**config.mk**
```make
export PLATFORM = sky130hd
export DESIGN_NAME = sram_port_arbiter
export DESIGN_NICKNAME = d
export VERILOG_FILES = /design/src/rtl/sram_port_arbiter.sv
export SDC_FILE = /design/constraint.sdc
export NUM_CORES = 1
export LEC_CHECK = 0
export CORE_AREA = 4 4 105 107
export DETAILED_ROUTE_END_ITERATION = 16
export DIE_AREA = 0 0 109 111
export PLACE_DENSITY = 0.69
export RECOVER_POWER = 25
export SLEW_MARGIN = 5
export SYNTH_ARGS = -nofsm -noshare
export SYNTH_HDL_FRONTEND = slang
export SYNTH_SLANG_ARGS = --single-unit
```
**constraint.sdc**
```tcl
create_clock -name clk -period 2.05 [get_ports clk]
set_input_delay 0.5125 -clock clk [delete_from_list [all_inputs] [get_ports clk]]
set_output_delay 0.5125 -clock clk [all_outputs]
set_load 0.005 [all_outputs]
```
**src/rtl/sram_port_arbiter.sv**
```systemverilog
// Two-requester arbiter for a single-port synchronous SRAM with 1-cycle read latency.
// Data side wins by default; a burst limiter forces an IF grant after MAX_D_BURST data wins.
module sram_port_arbiter #(
   parameter int MAX_D_BURST = 4
) (
   input  logic        clk,
   input  logic        reset,
   input  logic        if_req,
   input  logic [31:0] if_addr,
   input  logic        if_kill,
   output logic        if_gnt,
   output logic        if_rvalid,
   output logic [31:0] if_rdata,
   input  logic        d_req,
   input  logic [3:0]  d_we,
   input  logic [31:0] d_addr,
   input  logic [31:0] d_wdata,
   output logic        d_gnt,
   output logic        d_rvalid,
   output logic [31:0] d_rdata,
   output logic        sram_en,
   output logic [3:0]  sram_we,
   output logic [31:0] sram_addr,
   output logic [31:0] sram_wdata,
   input  logic [31:0] sram_rdata
);

   localparam logic [3:0] MAX_CNT = 4'(MAX_D_BURST);

   typedef enum logic [1:0] {
      OWN_NONE = 2'd0,
      OWN_IF   = 2'd1,
      OWN_D    = 2'd2
   } owner_t;

   owner_t     owner;
   owner_t     owner_next;
   logic [3:0] burst_cnt;
   logic       force_if;
   logic       d_read;

   assign force_if = (burst_cnt == MAX_CNT);
   assign d_read   = (d_we == 4'b0000);

   // Request stage: combinational grant, never both, nothing while in reset
   always_comb begin
      if_gnt = 1'b0;
      d_gnt  = 1'b0;
      if (!reset) begin
         if (if_req && d_req) begin
            if_gnt = force_if;
            d_gnt  = !force_if;
         end else begin
            if_gnt = if_req;
            d_gnt  = d_req;
         end
      end
   end

   always_comb begin
      sram_en    = if_gnt | d_gnt;
      sram_we    = 4'b0000;
      sram_addr  = 32'h0000_0000;
      sram_wdata = 32'h0000_0000;
      if (if_gnt) begin
         sram_addr = if_addr;
      end else if (d_gnt) begin
         sram_we    = d_we;
         sram_addr  = d_addr;
         sram_wdata = d_wdata;
      end
   end

   // Counts data wins while IF is waiting; any IF grant or IF going idle restarts the window
   always_ff @(posedge clk) begin
      if (reset) begin
         burst_cnt <= 4'd0;
      end else if (if_gnt || !if_req) begin
         burst_cnt <= 4'd0;
      end else if (d_gnt && (burst_cnt != MAX_CNT)) begin
         burst_cnt <= burst_cnt + 4'd1;
      end
   end

   // Response stage: owner of the read whose data appears on sram_rdata this cycle
   always_ff @(posedge clk) begin
      if (reset) begin
         owner <= OWN_NONE;
      end else begin
         owner <= owner_next;
      end
   end

   always_comb begin
      owner_next = OWN_NONE;
      if (if_gnt && !if_kill) begin
         owner_next = OWN_IF;
      end else if (d_gnt && d_read) begin
         owner_next = OWN_D;
      end
   end

   // A kill in the response cycle still drops an IF read already on its way back
   always_comb begin
      if_rvalid = (owner == OWN_IF) && !if_kill && !reset;
      d_rvalid  = (owner == OWN_D) && !reset;
   end

   assign if_rdata = sram_rdata;
   assign d_rdata  = sram_rdata;

endmodule

```
# Word level (Yosys, flattened, before mapping)
# Cells that the tools add are included.
word_totals:
  word_cells: 36
  inputBits: 137
  reg_bits: 6
  out_inout_bits: 137
classes:
  n_eq_ne: 4
  n_mux: 12
  n_bitwise: 1
  n_addsub: 1
  reduce_logical: 15
ops:
  columns: ["operator", "n"]
  rows:
  - ["2-to-1 mux 32 bit", 4]
  - ["2-to-1 mux 4 bit", 2]
  - ["logical AND 1 bit", 7]
  - ["2-to-1 mux 1 bit", 5]
  - ["adder 4 x 1 -> 4 bit, second input constant", 1]
  - ["== test 4 x 3 -> 1 bit, second input constant", 1]
  - ["zero test 1 bit", 4]
  - ["zero test 4 bit", 1]
  - ["!= test 4 x 3 -> 1 bit, second input constant", 1]
  - ["OR reduction 2 bit", 2]
  - ["== test 2 x 1 -> 1 bit, second input constant", 1]
  - ["== test 2 bit, second input constant", 1]
  - ["2-to-1 mux 2 bit", 1]
  - ["logical OR 1 bit", 1]
  - ["bitwise OR 1 bit", 1]

# Depth between registers and ports, before layout
# Gate-level depths: netlist (run 1).
depth:
  word_depth: 7
  mapped_depth: 7
  ltp_nobuf: 5

# Worst setup path before layout (run 1)
# No wires, ideal clock.
synth_timing:
  kind: "flip-flop to output port"
  start: "register burst_cnt[0]"
  end: "output port sram_addr[0]"
  stages_incl_launch_ff: 8
  t_arrival_ns: 1.319
  required_ns: 1.537
  n_path_buf: 2
  path_slack_ns: 0.218
  path_cell_list: "dfxtp_1 inv_1 ha_1 nand3b_4 o211a_1 buf_6 buf_6 a22o_1"
synth_between:
  elab_chain_len: 6
  word_cells_on_any_way: 8
  cone_classes: "eq/ne: 1; mux: 6; reduce/logical: 1"
synth_lines:
  columns: ["element", "line", "text"]
  rows:
  - ["from (decl)", "38", "logic [3:0] burst_cnt;"]
  - ["from (signal assigned)", "81", "burst_cnt <= burst_cnt + 4'd1;"]
  - ["== test 4 x 3 -> 1 bit (*)", "42", "assign force_if = (burst_cnt == MAX_CNT);"]
  - ["zero test 1 bit", "52", "d_gnt = !force_if;"]
  - ["2-to-1 mux 1 bit", "50", "if (if_req && d_req) begin"]
  - ["2-to-1 mux 1 bit", "49", "if (!reset) begin"]
  - ["2-to-1 mux 32 bit", "67", "end else if (d_gnt) begin"]
  - ["2-to-1 mux 32 bit (*)", "65", "if (if_gnt) begin"]
  - ["to (decl)", "23", "output logic [31:0] sram_addr,"]
# Mark *: on every way between the ends. The rest lies on a longest branch, timed or not.

# Worst setup path after layout (run 1)
layout_timing:
  start: "register burst_cnt[1]"
  end: "output port sram_addr[25]"
# The elaborated chain is that of the path after synthesis.

==> out/results.ini, run 1 <==
[outcome]
outcome = finished with violations
violations = negative setup slack

[global_route]
grt_pass1_wl_um = 10200
grt_overflow_total = 0
grt_pass1_vias = 1942
grt_max_degree = 13
grt_usage = 0.109
antenna_found_initial = 0

[timing]
hold_violations = 0
min_period_over_period = 1.12
period_needed_ns = 2.30
tightest_slew_ns = 0.195
rsz0062_at_grt = yes
finClkSkew_ns = 0.00353
max_freq_ghz = 0.436
fin_ws_ns = -0.246
setup_viol = 67
relSlewSlack = 0.869
slew_viol_final = 0

[hold_path]
min_path_cells = 2
whs_endpoint = burst_cnt[0]$_SDFFE_PP0P_
holdCritPathClass = flip-flop to flip-flop
min_from = burst_cnt[0]$_SDFFE_PP0P_

[placed_design]
port_buffers = 177
place_hpwl_um = 5150
dpl.cell_count = 428
place.gp.congestion = 0.694
place_ws_ns = -0.705

[worst_setup_path]
rrSetupSlack_ns = 0.55
end_kind = output port
start_kind = flip-flop
slowest_stage = dfxtp_2
cpPeakStageDelay_ns = 0.31
cp.arrival_ns = 1.78
worst-setup-path-type = flip-flop to output port
required_ns = 1.54
rr_startpoint = burst_cnt[1]$_SDFFE_PP0P_
reg2reg_depth = 8
cp_cell_sequence = inv_2 -> ha_4 -> nand3b_4 -> o211a_4 -> buf_6 -> buf_12 -> buf_16 -> a22o_1 -> buf_2
worstPathMaxFanout = 5
timing.rr.end = owner[1]$_SDFF_PP0_

[logic_synthesis]
synth-edff-count = 0
synthTopCellsByCount = 64 x buf_4, 37 x and2_1, 32 x a22o_1
yosys-top-cells-area = buf_4 34%, a22o_1 20%, and2_1 17%, dfxtp_1 8.6%, buf_6 6.4%
seq_area_frac_synth = 0.0856
yosysWarnings = 0
ys_types = 21
yosysTopAreaCell = buf_4
synth_top_area_frac = 0.343
syn_area_per_cell_um2 = 7.97
synth_fp_nets = 315
syn_area_um2 = 1400
ys_ff_latch = 6
ys.flop_type = dfxtp_1
netlist_instances = 176
async_flop_share = 0
yosysMostFrequentCell = buf_4

[die]
rows = 37
io_pins = 274
coreArea_um2 = 10100
die_h_um = 111
die-area_um2 = 12100
start_util = 0.138
die_w_um = 109

[clock_tree]
cts.sinks = 6
clock_path_buffers = 2
cts_tree = done
cts_hold_buf = 0
cts.clk_slew.worst_paths_ns = 0.04
cts_root_buf = clkbuf_8
cts_buffers = 3
cts_max_level = 1
clk_latency_ns = 0.23

[power_and_ir_drop]
total_power_uw = 865
vdd_drop_max_mv = 0.139
power_density_nw_per_um2 = 259
p_leak_uw = 0.00153

[layout]
diodes = 0
final_nets = 463
area_growth_pct = 138
drive_gt1_frac = 0.469
layout.cells.non_filler = 458
utilization = 0.330

[drt]
drc_errors = 0
num_vias = 1771
wirelength_um = 7270
dr.pass1.iters = 2
drtIter0Drc = 29
viasPerCell = 3.87
wire_per_inst_um = 15.9
final_antenna_net_count = 0

[job]
maxCapViolations = 0

-- critical path: cells and delay by family, from the launching register on --
family	cells	cell delay, ns
buffers and inverters	5	0.57
DFF	1	0.31
adders and majority gates	1	0.15
AOI/OAI and AO/OA	2	0.44
and+or+nand+nor	1	0.08
-- flip-flops by register name, summed over array words and instances (netlist names) --
name and count:
burst_cnt 4, owner 2
-- cell type report --
type / count / area (µm²)
Multi-Input combinational cell: 90 / 777
Fill cell: 1041 / 6790
Sequential cell: 6 / 123
Inverter: 5 / 18.8
Clock buffer: 3 / 41.3
Tap cell: 136 / 170
Timing Repair Buffer: 218 / 2210
-- per-stage QoR --
step	area (µm²)	TNS (ns)	hold slack, ns
floorplan	1400	0	0.430
global placement	2900	-47.73	0.500
detailed placement	2900	-47.96	0.528
CTS	3200	-12.41	0.521
global route	3340	-13.39	0.543
finish	3340	-9.63	0.518
-- layer usage --
metal  global-route usage  up-vias  wire length [µm]
met2                0.207      117              3810
met1                0.112      798              2540
li1                     -      825                 -
met5                    0        -                 0
met4               0.0354        0               199
met3               0.0285       31               723
-- cell usage in the layout, fill, tap and decap left out, types with 6 or more instances in the layout --
master	instances
clkdlybuf4s50_1	101
buf_2	37
buf_6	37
a22o_1	32
and2_4	26
buf_4	14
and2_1	11
buf_12	8
buf_16	7
nor2_1	6
-- how the worst max path moves through the flow --
| stage | start | end | cells past startpoint |
|---|---|---|---|
| 6_report | burst_cnt[1]$_SDFFE_PP0P_ | sram_addr[25] | 9 |
| 2_1_floorplan | burst_cnt[0]$_SDFFE_PP0P_ | sram_addr[0] | 7 |
| 3_3_place_gp | if_req | sram_wdata[8] | 6 |
| 4_1_cts | burst_cnt[1]$_SDFFE_PP0P_ | sram_addr[27] | 9 |
| 5_1_grt | burst_cnt[1]$_SDFFE_PP0P_ | sram_addr[25] | 9 |
| 3_5_place_dp | if_req | sram_addr[15] | 6 |
-- cells by family after synthesis --
logic type                 after synthesis  share of synthesized area
DFF                                      6                     0.0856
adders and majority gates                2                     0.0178
xor gates and xnor gates                 1                    0.00625
and+or+nand+nor                         52                      0.234
muxes                                    1                    0.00714
buffers and inverters                   80                      0.431
AOI/OAI and AO/OA                       34                      0.219
-- power by group --
| group | leakage, µW | internal (µW) | switching, µW |
|---|---|---|---|
| Sequential | 0.0000495 | 119 | 1.04 |
| Combinational | 0.00146 | 401 | 162 |
| Clock | 0.0000216 | 127 | 55.5 |
| Total | 0.00153 | 647 | 218 |
-- repair_timing --
item,CTS,global route
buffers inserted,16,5
pin swaps,11,22
endpoints found under the setup margin,73,71
cloned,8,1
endpoints found under the hold margin,0,0
gates resized for setup,323,43
(Power assumes the default switching activity.)
==> inputs of run 2 (changes only) <==
PLACE_DENSITY = 0.72   (was 0.69)
clock period = 1.96 ns   (was 2.05 ns; I/O delays follow)
==> run 2 against run 1 <==
The run still ends with negative setup slack left. Clock skew decreased by 0.0034 ns. First-iteration DRC count decreased by 3.4%. Global-route usage increased by 0.72 points. Register-to-register slack got worse by 0.11 ns. Sequential power increased by 5%. Setup slack got worse by 0.057 ns. Critical path type unchanged. Via count increased by 1.8%. Flip-flop and latch count unchanged.
==> out/results.ini, run 2 (synthesis gave the netlist of run 1 again) <==
[layout]
largest_register_ffs = 4  ; unchanged
utilization = 0.339  ; was 0.330
drive_gt1_frac = 0.506  ; was 0.469
multi_input_area_um2 = 802  ; was 777 µm²
final_common_cell = clkdlybuf4s50_1  ; unchanged
top_regs = burst_cnt: 4 flops, owner: 2 flops  ; unchanged
top_register = burst_cnt  ; unchanged
area_growth_pct = 145  ; was 138%
final_nets = 465  ; was 463
fill_cells = 1045  ; was 1,041
layout_common_cells = 101 x clkdlybuf4s50_1, 44 x buf_6, 36 x and2_4  ; was 101 x clkdlybuf4s50_1, 37 x buf_2, 37 x buf_6
seq_area_um2 = 123  ; unchanged

[hold_path]
whs_endpoint = burst_cnt[0]$_SDFFE_PP0P_  ; unchanged
min_from = burst_cnt[0]$_SDFFE_PP0P_  ; unchanged
min_path_cells = 2  ; unchanged
holdCritPathClass = flip-flop to flip-flop  ; unchanged

[outcome]
outcome = finished with violations  ; unchanged
violations = negative setup slack  ; unchanged

[timing]
relSlewSlack = 0.865  ; was 0.869
slew_viol_final = 0  ; unchanged
tightest_slew_ns = 0.200  ; was 0.195 ns
finalHoldWorstSlack_ns = 0.508  ; was 0.518 ns
fin_ws_ns = -0.303  ; was -0.246 ns
max_freq_ghz = 0.442
setup_viol = 70  ; was 67
rsz0062_at_grt = yes  ; unchanged
hold_violations = 0  ; unchanged
finClkSkew_ns = 0.000145  ; was 0.00353 ns
min_period_over_period = 1.15
period_needed_ns = 2.26

[drt]
drtIter0Drc = 28  ; was 29
wire_per_inst_um = 17.7  ; was 15.9 µm
dr.pass1.iters = 4  ; was 2
viasPerCell = 3.91  ; was 3.87
final_antenna_net_count = 0  ; unchanged
drc_errors = 0  ; unchanged
num_vias = 1802  ; was 1,771
wirelength_um = 8180  ; was 7270 µm

[clock_tree]
clock_path_buffers = 2  ; unchanged
cts_tree = done  ; unchanged
cts.clk_slew.worst_paths_ns = 0.04  ; about the same
clk_latency_ns = 0.22  ; was 0.23 ns
cts_root_buf = clkbuf_8  ; unchanged
cts.sinks = 6  ; unchanged
cts_buffers = 3  ; unchanged
cts_max_level = 1  ; unchanged

[global_route]
grt_max_degree = 24  ; was 13
grt_overflow_total = 0  ; unchanged
grt_pass1_vias = 2040  ; was 1,942
grt_usage = 0.116  ; was 0.109
grtUsageMet3 = 0.0425  ; was 0.0285
met2_usage = 0.224  ; was 0.207
antenna_found_initial = 1  ; was 0
gr-max-usage-layer = met2  ; unchanged
grt_pass1_wl_um = 10900  ; was 10,200 µm
gr-usage-met1 = 0.113  ; was 0.112

[placed_design]
place_hpwl_um = 5490  ; was 5150 µm
port_buffers = 177  ; unchanged
place.gp.congestion = 0.729  ; was 0.694

[worst_setup_path]
rrSetupSlack_ns = 0.44  ; was 0.55 ns
cp.arrival_ns = 1.77  ; was 1.78 ns
cpMostUsedCell = clkbuf_16
end_kind = output port  ; unchanged
slowest_stage = dfxtp_2  ; unchanged
worst-setup-path-type = flip-flop to output port  ; unchanged
start_kind = flip-flop  ; unchanged
cpPeakStageDelay_ns = 0.31  ; about the same
cp_cell_sequence = inv_2 -> ha_4 -> nand3b_4 -> o211a_4 -> clkbuf_16 -> clkbuf_16 -> a22o_1 -> buf_2  ; was inv_2 -> ha_4 -> nand3b_4 -> o211a_4 -> buf_6 -> buf_12 -> buf_16 -> a22o_1 -> buf_2
worstPathMaxFanout = 6  ; was 5
path_buf_inv = 4  ; was 5
required_ns = 1.47  ; was 1.54 ns
timing.rr.end = owner[0]$_SDFF_PP0_  ; was owner[1]$_SDFF_PP0_
reg2reg_depth = 10  ; was 8
rr_startpoint = burst_cnt[0]$_SDFFE_PP0P_  ; was burst_cnt[1]$_SDFFE_PP0P_
cpLargestDelayFamily = buffers and inverters  ; unchanged

[die]
die_h_um = 111  ; unchanged
rows = 37  ; unchanged
coreArea_um2 = 10100  ; unchanged
start_util = 0.138  ; unchanged
die-area_um2 = 12100  ; unchanged
die_w_um = 109  ; unchanged
io_pins = 274  ; unchanged

[job]
maxCapViolations = 0  ; unchanged

[power_and_ir_drop]
vdd_drop_max_mv = 0.197  ; was 0.139 mV
power_density_nw_per_um2 = 269  ; was 259 nW/µm²
p_leak_uw = 0.00158  ; was 0.00153 µW

run 2: changes by cell type in the layout (fill, tap and decap cells not counted), sizes merged:
cell           change
dlygate4sd2        -1
clkdlybuf4s15      -4
buf                -7
clkbuf            +14
diode              +1
run 2: worst max path at each step:
stage	start	end	slack, ns	cells after the start
floorplan	burst_cnt[0]$_SDFFE_PP0P_	sram_addr[0]	0.15	7
global placement	if_req	sram_addr[26]	-0.78	6
detailed placement	if_req	sram_addr[26]	-0.82	6
CTS	burst_cnt[1]$_SDFFE_PP0P_	sram_addr[4]	-0.36	8
global route	burst_cnt[0]$_SDFFE_PP0P_	sram_addr[28]	-0.38	10
finish	burst_cnt[0]$_SDFFE_PP0P_	sram_addr[25]	-0.30	8
run 2: area by class of cell:
type | instances | area share
diodes | 1 | 0.000728
inverters | 5 | 0.00546
well taps | 136 | 0.0495
clock buffers | 3 | 0.0120
multi-input cells | 90 | 0.233
flip-flops and latches | 6 | 0.0357
repair buffers | 220 | 0.663
run 2: worst reg2reg max path, stage by stage, from the launching register on:
cell,delay (ns)
dfxtp_2,0.31
inv_2,0.07
ha_4,0.15
nand3b_4,0.08
buf_6,0.13
a21oi_4,0.16
buf_6,0.13
buf_6,0.12
buf_4,0.11
buf_6,0.09
nor2b_1,0.12
run 2: stage by stage:
stage                     instances  setup TNS (ns)  worst slack [ns]  power, µW  cell area (µm²)
after floorplan                 176               0             0.151        352             1400
after global placement          428          -50.68            -0.780        622             2900
after detailed placement        428          -51.50            -0.823        628             2900
after CTS                       451          -18.92            -0.364        867             3220
after global routing            461          -20.11            -0.378        974             3440
final                           461          -15.49            -0.303        925             3440
run 2: what timing repair did:
action / 4_1_cts / 5_1_grt
buffers inserted: 14 / 4
cloned: 7 / 6
setup endpoints to repair: 73 / 72
pin swaps: 9 / 50
hold buffers: 0 / 0
gates resized for setup: 249 / 120
run 2: report_power, final:
group / switching, µW / internal (µW)
logic: 182 / 431
clock network: 54.3 / 132
registers: 1.04 / 125
run 2: metal layers:
layer,part of all wire,up-vias
met1,0.33,827
met4,0.016,0
met5,0,-
met2,0.55,121
li1,-,832
met3,0.10,22
==> inputs of run 3 (changes only) <==
ABC_AREA = 0   (was default)
CORE_AREA = 4 4 103 105   (was 4 4 105 107)
DIE_AREA = 0 0 107 109   (was 0 0 109 111)
PLACE_DENSITY = 0.71   (was 0.72)
clock period = 2.9 ns   (was 1.96 ns; I/O delays follow)
==> run 3 against run 2 <==
The flow now finishes without violations. Critical endpoint is now sram_addr[0]. Critical path depth shrank 2. Total power fell by 39%. Combinational power decreased by 42%.
==> out/results.ini, run 3 (synthesis gave the netlist of run 1 again) <==
[layout]
top_register = burst_cnt  ; unchanged
area_growth_pct = 125  ; was 145%
final_common_cell = clkdlybuf4s50_1  ; unchanged
largest_register_ffs = 4  ; unchanged
top_regs = burst_cnt: 4 flops, owner: 2 flops  ; unchanged
layout_common_cells = 137 x clkdlybuf4s50_1, 37 x and2_1, 30 x a22o_1  ; was 101 x clkdlybuf4s50_1, 44 x buf_6, 36 x and2_4
drive_gt1_frac = 0.113  ; was 0.506
fin_area_um2 = 3160  ; was 3440 µm²
diodes = 0  ; was 1
seq_area_um2 = 121  ; was 123 µm²
multi_input_area_um2 = 711  ; was 802 µm²
fill_cells = 1053  ; was 1,045
final_nets = 443  ; was 465

[timing]
finClkSkew_ns = 0.00126  ; was 0.000145 ns
tns_ns = 0  ; was -15.49 ns
max_freq_ghz = 0.348
hold_violations = 0  ; unchanged
rsz0062_at_grt = yes  ; unchanged
setup_viol = 0  ; was 70
tightest_slew_ns = 0.239  ; was 0.200 ns
min_period_over_period = 0.990
period_needed_ns = 2.87
relSlewSlack = 0.839  ; was 0.865
slew_viol_final = 0  ; unchanged

[worst_setup_path]
cpPeakStageDelay_ns = 0.49  ; was 0.31 ns
worstPathMaxFanout = 7  ; was 6
rr_startpoint = burst_cnt[0]$_SDFFE_PP0P_  ; unchanged
required_ns = 2.17  ; was 1.47 ns
worst-setup-path-type = input port to output port  ; was flip-flop to output port
cp.arrival_ns = 2.15  ; was 1.77 ns
cp-startpoint = d_req  ; was burst_cnt[0]$_SDFFE_PP0P_
slowest_stage = clkdlybuf4s50_1  ; was dfxtp_2
start_kind = input port  ; was flip-flop
cp_cell_sequence = dlygate4sd2_1 -> buf_4 -> a21oi_4 -> buf_12 -> a22o_4 -> clkdlybuf4s50_1  ; was inv_2 -> ha_4 -> nand3b_4 -> o211a_4 -> clkbuf_16 -> clkbuf_16 -> a22o_1 -> buf_2
end_kind = output port  ; unchanged

[placed_design]
place.gp.congestion = 0.679  ; was 0.729
dpl-instance-area_um2 = 2850  ; was 2900 µm²
place_hpwl_um = 5590  ; was 5490 µm
port_buffers = 177  ; unchanged

[clock_tree]
cts_tree = done  ; unchanged
cts_buffers = 3  ; unchanged
clk_latency_ns = 0.22  ; about the same
cts_root_buf = clkbuf_8  ; unchanged
cts.clk_slew.worst_paths_ns = 0.04  ; about the same
cts.sinks = 6  ; unchanged
clock_path_buffers = 2  ; unchanged
cts_max_level = 1  ; unchanged

[drt]
dr.pass1.iters = 4  ; unchanged
wirelength_um = 7150  ; was 8180 µm
final_antenna_net_count = 0  ; unchanged
wire_per_inst_um = 16.4  ; was 17.7 µm
viasPerCell = 3.83  ; was 3.91
drtIter0Drc = 68  ; was 28
num_vias = 1667  ; was 1,802
drc_errors = 0  ; unchanged

[die]
die-area_um2 = 11700  ; was 12,100 µm²
io_pins = 274  ; unchanged
rows = 36  ; was 37
start_util = 0.146  ; was 0.138
die_w_um = 107  ; was 109 µm
die_h_um = 109  ; was 111 µm
coreArea_um2 = 9640  ; was 10,100 µm²

[power_and_ir_drop]
power_frac_comb = 0.633  ; was 0.662
power.internal_uw = 429  ; was 688 µW
vdd_drop_max_mv = 0.106  ; was 0.197 mV
switchingPower_uw = 134  ; was 237 µW
switching_share = 0.238  ; was 0.256
power_density_nw_per_um2 = 178  ; was 269 nW/µm²
pwr-share-clk = 0.216  ; was 0.202
p_seq_frac = 0.152  ; was 0.136
p_leak_uw = 0.00150  ; was 0.00158 µW

[hold_path]
min_from = burst_cnt[0]$_SDFFE_PP0P_  ; unchanged
holdCritPathClass = flip-flop to flip-flop  ; unchanged

[global_route]
grt_usage = 0.104  ; was 0.116
gr-max-usage-layer = met2  ; unchanged
antenna_found_initial = 0  ; was 1
grtUsageMet3 = 0.0272  ; was 0.0425
grt_pass1_wl_um = 9380  ; was 10,900 µm
grt_max_degree = 31  ; was 24
gr-usage-met1 = 0.111  ; was 0.113
met2_usage = 0.194  ; was 0.224
grt_pass1_vias = 1737  ; was 2,040
grt_overflow_total = 0  ; unchanged

[job]
maxCapViolations = 0  ; unchanged

[outcome]
outcome = complete, no violations  ; was finished with violations

==> run 3: cell types whose count changed in the layout (fill, tap and decap cells not counted), sizes merged <==
cell,change
diode,-1
buf,-78
bufbuf,+1
dlygate4sd2,+15
dlymetal6s2s,+13
clkdlybuf4s15,+6
clkbuf,-15
clkdlybuf4s50,+36
==> run 3: critical path, delay by kind of cell <==
kind                   cells  cell delay (ns)
AO/OA/AOI/OAI              2             0.36
buffers and inverters      4             1.05
==> run 3: path summary, 6_finish.rpt <==
check | to | slack (ns) | depth (start not counted)
max | sram_addr[0] | 0.03 | 6
min | burst_cnt[0]$_SDFFE_PP0P_ | 0.44 | 1
max reg2reg | owner[1]$_SDFF_PP0_ | 1.41 | 6
min reg2reg | burst_cnt[0]$_SDFFE_PP0P_ | 0.44 | 1
==> run 3: cell type report <==
cell class / instances / share of cell area
Clock buffer: 3 / 0.0131
Sequential cell: 6 / 0.0384
Tap cell: 133 / 0.0526
Inverter: 5 / 0.00594
Multi-Input combinational cell: 90 / 0.225
Timing Repair Buffer: 198 / 0.665
==> run 3: layer usage <==
metal	part of all wire	vias up
met3	0.088	29
met2	0.52	108
met4	0.029	0
met5	0	-
li1	-	782
met1	0.37	748
==> run 3: what timing repair did <==
action | 4_1_cts | 5_1_grt
buffers inserted | 3 | 5
setup endpoints to repair | 71 | 57
cloned | 3 | 3
pin swaps | 2 | 1
gates resized for setup | 35 | 27
hold buffers | 0 | 0
==> run 3: power by group through the flow <==
stage	registers, µW	clock network (µW)	logic [µW]
global placement	86.3	0	331
finish	85.4	121	356
CTS	85.2	126	349
global route	85.4	132	380
detailed placement	86.5	0	336
floorplan	86.2	0	152
==> run 3: stage by stage <==
step	total power (µW)	setup WS, ns	util	cells	hold slack, ns
after floorplan	238	0.736	-	176	0.430
after CTS	560	0.00236	0.314	427	0.481
after detailed placement	422	-0.342	0.295	418	0.472
final	563	0.0298	0.328	435	0.437
after global placement	418	-0.317	0.295	418	0.443
after global routing	597	-0.0275	0.328	435	0.453
